`src/rtl/pc_sequencer.sv`:
```
// rtl/pc_sequencer.sv - multi-cycle fetch/execute controller for the program counter
module pc_sequencer #(
  parameter int XLEN      = 32,
  parameter int INSTRET_W = 64,
  parameter int TIMEOUT   = 255
) (
  input  logic                 clk,
  input  logic                 rst,
  output logic [2:0]           o_pc_op,
  output logic                 o_imem_req_valid,
  input  logic                 i_imem_req_ready,
  input  logic                 i_imem_rsp_valid,
  input  logic                 i_imem_rsp_err,
  input  logic [XLEN-1:0]      i_imem_rsp_data,
  output logic                 o_instr_valid,
  output logic [XLEN-1:0]      o_instr,
  input  logic                 i_instr_ready,
  input  logic                 i_exec_done,
  input  logic [1:0]           i_exec_kind,
  input  logic                 i_br_taken,
  input  logic                 i_halt_req,
  input  logic                 i_resume,
  output logic                 o_halted,
  output logic                 o_fault,
  output logic [INSTRET_W-1:0] o_instret
);

  localparam int CW = (TIMEOUT < 1) ? 1 : $clog2(TIMEOUT + 1);
  localparam logic [CW-1:0] TO_LAST = CW'(TIMEOUT - 1);

  localparam logic [2:0] PC_STOP   = 3'd0;
  localparam logic [2:0] PC_INCR   = 3'd1;
  localparam logic [2:0] PC_JAL    = 3'd2;
  localparam logic [2:0] PC_JALR   = 3'd3;
  localparam logic [2:0] PC_BRANCH = 3'd4;

  typedef enum logic [2:0] {
    S_FETCH,
    S_WAIT,
    S_ISSUE,
    S_EXEC,
    S_HALT,
    S_FAULT
  } state_t;

  state_t                 state, next_state;
  logic [CW-1:0]          wait_cnt;
  logic [XLEN-1:0]        instr_q;
  logic [INSTRET_W-1:0]   instret_q;
  logic [2:0]             pc_op_c;
  logic                   retire;

  always_ff @(posedge clk) begin
    if (rst) begin
      state     <= S_FETCH;
      wait_cnt  <= '0;
      instr_q   <= '0;
      instret_q <= '0;
    end else begin
      state <= next_state;
      // Counter runs only while waiting, so it is zero on every entry to WAIT.
      if (state == S_WAIT) wait_cnt <= wait_cnt + 1'b1;
      else                 wait_cnt <= '0;
      if (state == S_WAIT && i_imem_rsp_valid && !i_imem_rsp_err)
        instr_q <= i_imem_rsp_data;
      if (retire) instret_q <= instret_q + 1'b1;
    end
  end

  always_comb begin
    next_state = state;
    pc_op_c    = PC_STOP;
    retire     = 1'b0;
    case (state)
      S_FETCH: begin
        if (i_imem_req_ready) next_state = S_WAIT;
      end
      S_WAIT: begin
        if (i_imem_rsp_valid)       next_state = i_imem_rsp_err ? S_FAULT : S_ISSUE;
        else if (wait_cnt == TO_LAST) next_state = S_FAULT;
      end
      S_ISSUE: begin
        if (i_instr_ready) next_state = S_EXEC;
      end
      S_EXEC: begin
        if (i_exec_done) begin
          retire = 1'b1;
          case (i_exec_kind)
            2'd0:    pc_op_c = PC_INCR;
            2'd1:    pc_op_c = PC_JAL;
            2'd2:    pc_op_c = PC_JALR;
            default: pc_op_c = i_br_taken ? PC_BRANCH : PC_INCR;
          endcase
          next_state = i_halt_req ? S_HALT : S_FETCH;
        end
      end
      S_HALT: begin
        if (i_resume && !i_halt_req) next_state = S_FETCH;
      end
      S_FAULT: next_state = S_FAULT;
      default: next_state = S_FETCH;
    endcase
  end

  // Gate the two combinational-looking outputs so nothing leaks while rst is held.
  assign o_pc_op          = rst ? PC_STOP : pc_op_c;
  assign o_imem_req_valid = (state == S_FETCH) && !rst;
  assign o_instr_valid    = (state == S_ISSUE);
  assign o_instr          = instr_q;
  assign o_halted         = (state == S_HALT);
  assign o_fault          = (state == S_FAULT);
  assign o_instret        = instret_q;

endmodule

```
`config.mk`:
```
export PLATFORM = sky130hd
export DESIGN_NAME = pc_sequencer
export DESIGN_NICKNAME = d
export VERILOG_FILES = /design/src/rtl/pc_sequencer.sv
export SDC_FILE = /design/constraint.sdc
export NUM_CORES = 1
export LEC_CHECK = 0
export CAP_MARGIN = 20
export CORE_AREA = 2 2 86 129
export CTS_CLUSTER_SIZE = 14
export DETAILED_ROUTE_END_ITERATION = 10
export DIE_AREA = 0 0 88 131
export PLACE_DENSITY = 0.79
export SLEW_MARGIN = 40
export SYNTH_ARGS = -nofsm -noshare
export SYNTH_HDL_FRONTEND = slang
export SYNTH_SLANG_ARGS = --single-unit
```
`constraint.sdc`:
```
create_clock -name clk -period 3.2 [get_ports clk]
set_input_delay 0.64 -clock clk [delete_from_list [all_inputs] [get_ports clk]]
set_output_delay 0.64 -clock clk [all_outputs]
set_load 0.05 [all_outputs]
```
**Yosys cells after proc, flatten, opt, wreduce, memory -nomap -nowiden**

Index checks and enable logic that the tools add are counted.

- Register bits after elaboration: 107
- Latch bits: 0
- Memory bits (writable): 0
- ROM bits: 0
- Bits of input ports: 44
- Output and inout port bits: 103
- Memories kept: 0

- Add/sub/neg operators: 2
- $mul: 0
- Div/mod/pow operators: 0
- $lt $le $gt $ge: 0
- Equal/unequal tests: 13
- Shift-type cells: 0
- Mux-type cells: 16
- Bitwise operators: 1
- Reduce and logical (&&, ||, !) cells: 11

Operators by type and width:

| cell | number |
|---|---|
| $add 64x1->64 const B | 1 |
| $mux 3 | 12 |
| $pmux 3 s6 | 1 |
| $pmux 3 s3 | 1 |
| $add 8x1->8 const B | 1 |
| $eq 8x8->1 const B | 1 |
| $eq 3x2->1 const B | 2 |
| $eq 3x3->1 const B | 2 |
| $reduce_and 5->1 | 1 |
| $logic_and 1x1->1 | 4 |
| $ne 2x1->1 const B | 2 |
| $ne 2x2->1 const B | 2 |
| $eq 3x1->1 const B | 1 |
| $logic_not 1->1 | 3 |
| $logic_not 3->1 | 1 |
| $ne 3x2->1 const B | 1 |
| $eq 2x1->1 const B | 1 |
| $eq 2x2->1 const B | 1 |
| $logic_not 2->1 | 1 |
| $mux 1 | 2 |
| $reduce_or 2->1 | 1 |
| $not 1->1 | 1 |

**Depth between registers and ports, before layout**

- Word-level depth: 5
- Mapped depth: 7
- Mapped depth without buffers: 7

**Worst setup path after synthesis**

OpenSTA, ideal clock, no wires.

- Kind: input -> output
- From: input port i_exec_kind[0]
- To: output port o_pc_op[0]
- Arrival: 3.318 ns
- Data required time: 2.560 ns
- Setup slack: -0.758 ns
- Cell stages on the path: 4
- Cell sequence: inv_1 -> ha_1 -> nor3_1 -> a2111oi_0

- Longest elaborated chain between the ends: 5
- Elaborated cells between the ends (all ways): 7
- Those cells by class: eq/ne: 2; mux: 4; reduce/logical: 1

RTL lines:

| item | RTL line | RTL |
|---|---|---|
| start: declaration | 19 | `input logic [1:0] i_exec_kind,` |
| $eq 2x2->1, or another cell as far along | 88 | `case (i_exec_kind)` |
| $pmux 3 s3 * | 88 |  |
| $mux 3 * | 86 | `if (i_exec_done) begin` |
| $mux 3 * | 74 | `case (state)` |
| $mux 3 * | 106 | `assign o_pc_op = rst ? PC_STOP : pc_op_c;` |
| end: declaration | 9 | `output logic [2:0] o_pc_op,` |

Every way passes the cells marked *; elsewhere a longest branch is shown, timed or not.

**Final worst setup path**

- From: input port i_exec_done
- To: output port o_pc_op[0]

- Longest elaborated chain between the ends: 3

RTL lines:

| item | RTL line | RTL |
|---|---|---|
| start: declaration | 18 | `input logic i_exec_done,` |
| $mux 3 | 86 |  |
| $mux 3 | 74 |  |
| $mux 3 | 106 |  |

No other way between the ends.

==> results.json <==
{
  "outcome": "completed",
  "fin_setup_tns_ns": 0,
  "port-buffer-count": 146,
  "drt_first_iter_violations": 261,
  "synthTopCellsByArea": "dfxtp_1 44%, a21oi_1 7.6%, nand2_1 7.2%",
  "yosys_warnings": 0,
  "ys_ff_latch": 107,
  "synth_simple_gate_area_share_pct": 31.7,
  "synth_top_cells_by_count": "107 x dfxtp_1, 92 x nand2_1, 73 x a21oi_1",
  "num_vias": 4866,
  "internal_power_mw": 2.15,
  "synth_sequential_area_ratio_pct": 44.5,
  "fin_total_pwr_mw": 2.89,
  "ctsResizeCount": 0,
  "core.rowCount": 46,
  "timing.final.hold_violations": 0,
  "grt_pass1_vias": 4523,
  "clock_tree_from_tritoncts": "done",
  "multi_input_comb_area_um2": 2530,
  "worst_setup_hold_path_clk_slew_ns": 0.07,
  "timing.critical_path.arrival_ns": 2.08,
  "critPathSlowestCell": "a2111oi_2",
  "maximum_number_of_pins_on_one_net_before_global_route_repair": 85,
  "maxSlewViolCount": 0,
  "floorplan.die.width_um": 88,
  "mappedNetlistArea_um2": 4820,
  "syn_area_per_cell_um2": 8.09,
  "final_net_count": 780,
  "reg2reg_slack_ns": 0.85,
  "yosysTopAreaCellShare_pct": 44.5,
  "path_delay_family": "buffers and inverters",
  "die-area_um2": 11500,
  "grt_pass1_wl_mm": 20.6,
  "part_of_the_total_power_dissipated_in_combinational_logic_pct": 12.0,
  "critical-path-max-stage-delay_ns": 0.53,
  "num_io_pins": 147,
  "tot_gr_track_use_pct": 22.3,
  "postPlaceCellArea_um2": 6430,
  "synth.most_common_cell": "dfxtp_1",
  "post_dp_hpwl_mm": 9.26,
  "power.share.clock_pct": 39.8,
  "postLayoutCoreUtil_pct": 64.7,
  "start_kind": "primary input",
  "rr_startpoint": "o_instret[24]",
  "worstSetupPathType": "primary input to output pin",
  "firstDrtPassIters": 5,
  "ff2ff_path_depth": 5,
  "synth_xor_xnor_area_share_pct": 6.00,
  "sw_frac_of_total_pct": 25.6,
  "period_needed_ns": 2.72,
  "ctsHoldBuffers": 0,
  "gpl.final_weighted_congestion": 0.802,
  "kind_of_capture_point_of_the_worst_setup_path": "output pin",
  "design.core.area_um2": 10400,
  "finClkSkew_ns": 0.00996,
  "clock.fmax_mhz": 368,
  "rsz0062_at_grt": "no",
  "via_per_instance_ratio": 5.54,
  "root_buffer": "clkbuf_16",
  "tightest_slew_ns": 0.627,
  "timing.critical_path.fanout_max": 3,
  "netlist_instances": 595,
  "clock_tree.htree_level_count": 3,
  "antenna_cells_inserted": 0,
  "wire_per_inst_um": 14.6,
  "synth_edf_count": 0,
  "cts_buffers": 9,
  "drive_gt1_share_pct": 5.31,
  "ys.flop_type": "dfxtp_1",
  "worstHoldPathType": "flop to flop",
  "synth.largest_area_cell": "dfxtp_1",
  "synthAdderAreaFrac_pct": 1.56,
  "cellPowerDensity_nw_per_um2": 429,
  "syn_nets": 645,
  "synth-compound-area-share_pct": 12.9,
  "worst_hold_startpoint": "o_instr[28]",
  "synth_top_family_by_area": "simple AND/OR/NAND/NOR gates",
  "area.growth.synth_to_final_pct": 40.0,
  "yosys-mux-area-fraction_pct": 0.208,
  "drc": 0,
  "filler_cell_count": 886,
  "critical_path_buffer_and_inverter_count": 2,
  "holdPathStages": 2,
  "power_leakage_nw": 2.17,
  "height_of_the_die_um": 131,
  "finalSetupViolCount": 0,
  "final_cell_area_um2": 6740,
  "post_cts_buffers": 0,
  "regArea_um2": 2140,
  "crit_path_cell_trace": "clkdlybuf4s50_1, nand4b_1, a2111oi_2, buf_12",
  "netSwitchingPower_mw": 0.740,
  "drt.antenna.violating_nets": 0,
  "cts.path.max_buffers": 2,
  "required_ns": 2.56,
  "clk-insertion-delay-late_ns": 0.35,
  "routed_wire_length_mm": 12.8,
  "vdd_drop_max_uv": 244,
  "grt_remaining_overflow": 0,
  "max-slew-margin-rel_pct": 58.2,
  "worst_hold_slack_ns": 0.457,
  "start_util_pct": 46.2,
  "pwr-share-seq_pct": 48.2,
  "post_synth_num_cell_types": 40,
  "r2r-end": "o_instret[63]",
  "worst_hold_path.endpoint": "o_instr[28]",
  "finalCritPeriodShare_pct": 84.9,
  "asyncSetResetFlopFracSynth_pct": 0,
  "cap_viol_max_count": 0,
  "grt_antenna_before_repair": 0,
  "clock_sink_count": 107
}
-- metal layers --
layer	GRT usage [%]	vias to the layer above	routed length, µm
met3	5.46	27	680
met2	40.0	151	6910
li1	-	2372	-
met4	10.1	0	357
met1	24.6	2316	4880
met5	0	-	0
-- cell families (layout without fill, tap and decap cells) --
family                     Yosys count  after routing
adders and majority gates            6              6
DFF                                107            107
and+or+nand+nor                    293            293
xor gates and xnor gates            33             33
muxes                                1              1
AOI/OAI and AO/OA                  115            115
buffers and inverters               40            180
-- power by group through the flow --
stage                     Sequential (mW)  Combinational (mW)  Clock, mW
after global placement               1.42               0.341          0
after floorplan                      1.48               0.154          0
after detailed placement             1.42               0.348          0
after global routing                 1.40               0.374       1.22
after CTS                            1.39               0.350       1.17
final                                1.39               0.348       1.15
-- cell usage in the layout, fill, tap and decap left out, drive strengths merged, types with 4 or more instances in the layout --
master         netlist  final
or2                  5      5
or4                 12     12
clkbuf              25     11
nand4               24     24
o21ai               25     25
nor3                12     12
dfxtp              107    107
buf                  3     10
nand2               92     92
nor2                53     53
and2                 4      4
and4                 5      5
nor4                 9      9
o31ai               12     12
clkdlybuf4s50        0    142
nand3               33     33
xnor2               19     19
inv                 12     13
and3                 6      6
or3                 28     28
a21oi               73     73
ha                   6      6
xor2                14     14
-- flip-flops by register name, summed over array words and instances (netlist names) --
register   flops
o_instret     64
o_instr       32
wait_cnt       8
state          3
-- tightest hold or removal path, stage by stage (launching register included) --
cell     delay [ns]
dfxtp_1        0.31
nand2_1        0.05
a21oi_1        0.05
-- area by class of cell --
| type | instances | area share [%] |
|---|---|---|
| Multi-Input combinational cell | 448 | 37.5 |
| Clock buffer | 11 | 3.75 |
| Clock inverter | 5 | 0.891 |
| Sequential cell | 107 | 31.8 |
| Inverter | 12 | 0.668 |
| Tap cell | 144 | 2.67 |
| Timing Repair Buffer | 152 | 22.8 |
-- how the worst max path moves through the flow --
| stage | endpoint | depth (start not counted) | startpoint | slack (ns) |
|---|---|---|---|---|
| global placement | o_instret[61] | 6 | i_exec_done | 0.40 |
| floorplan | o_imem_req_valid | 2 | rst | 0.28 |
| finish | o_pc_op[0] | 4 | i_exec_done | 0.48 |
| detailed placement | o_instret[61] | 6 | i_exec_done | 0.35 |
| global route | o_fault | 3 | state[0] | 0.34 |
| CTS | o_pc_op[0] | 4 | i_exec_done | 0.45 |
-- stage by stage --
stage | setup slack [ns] | instances
2_1_floorplan | 0.283 | 595
3_3_place_gp | 0.398 | 863
3_5_place_dp | 0.348 | 863
4_1_cts | 0.454 | 879
5_1_grt | 0.336 | 879
6_report | 0.484 | 879
Power figures use the tool's default switching activity.
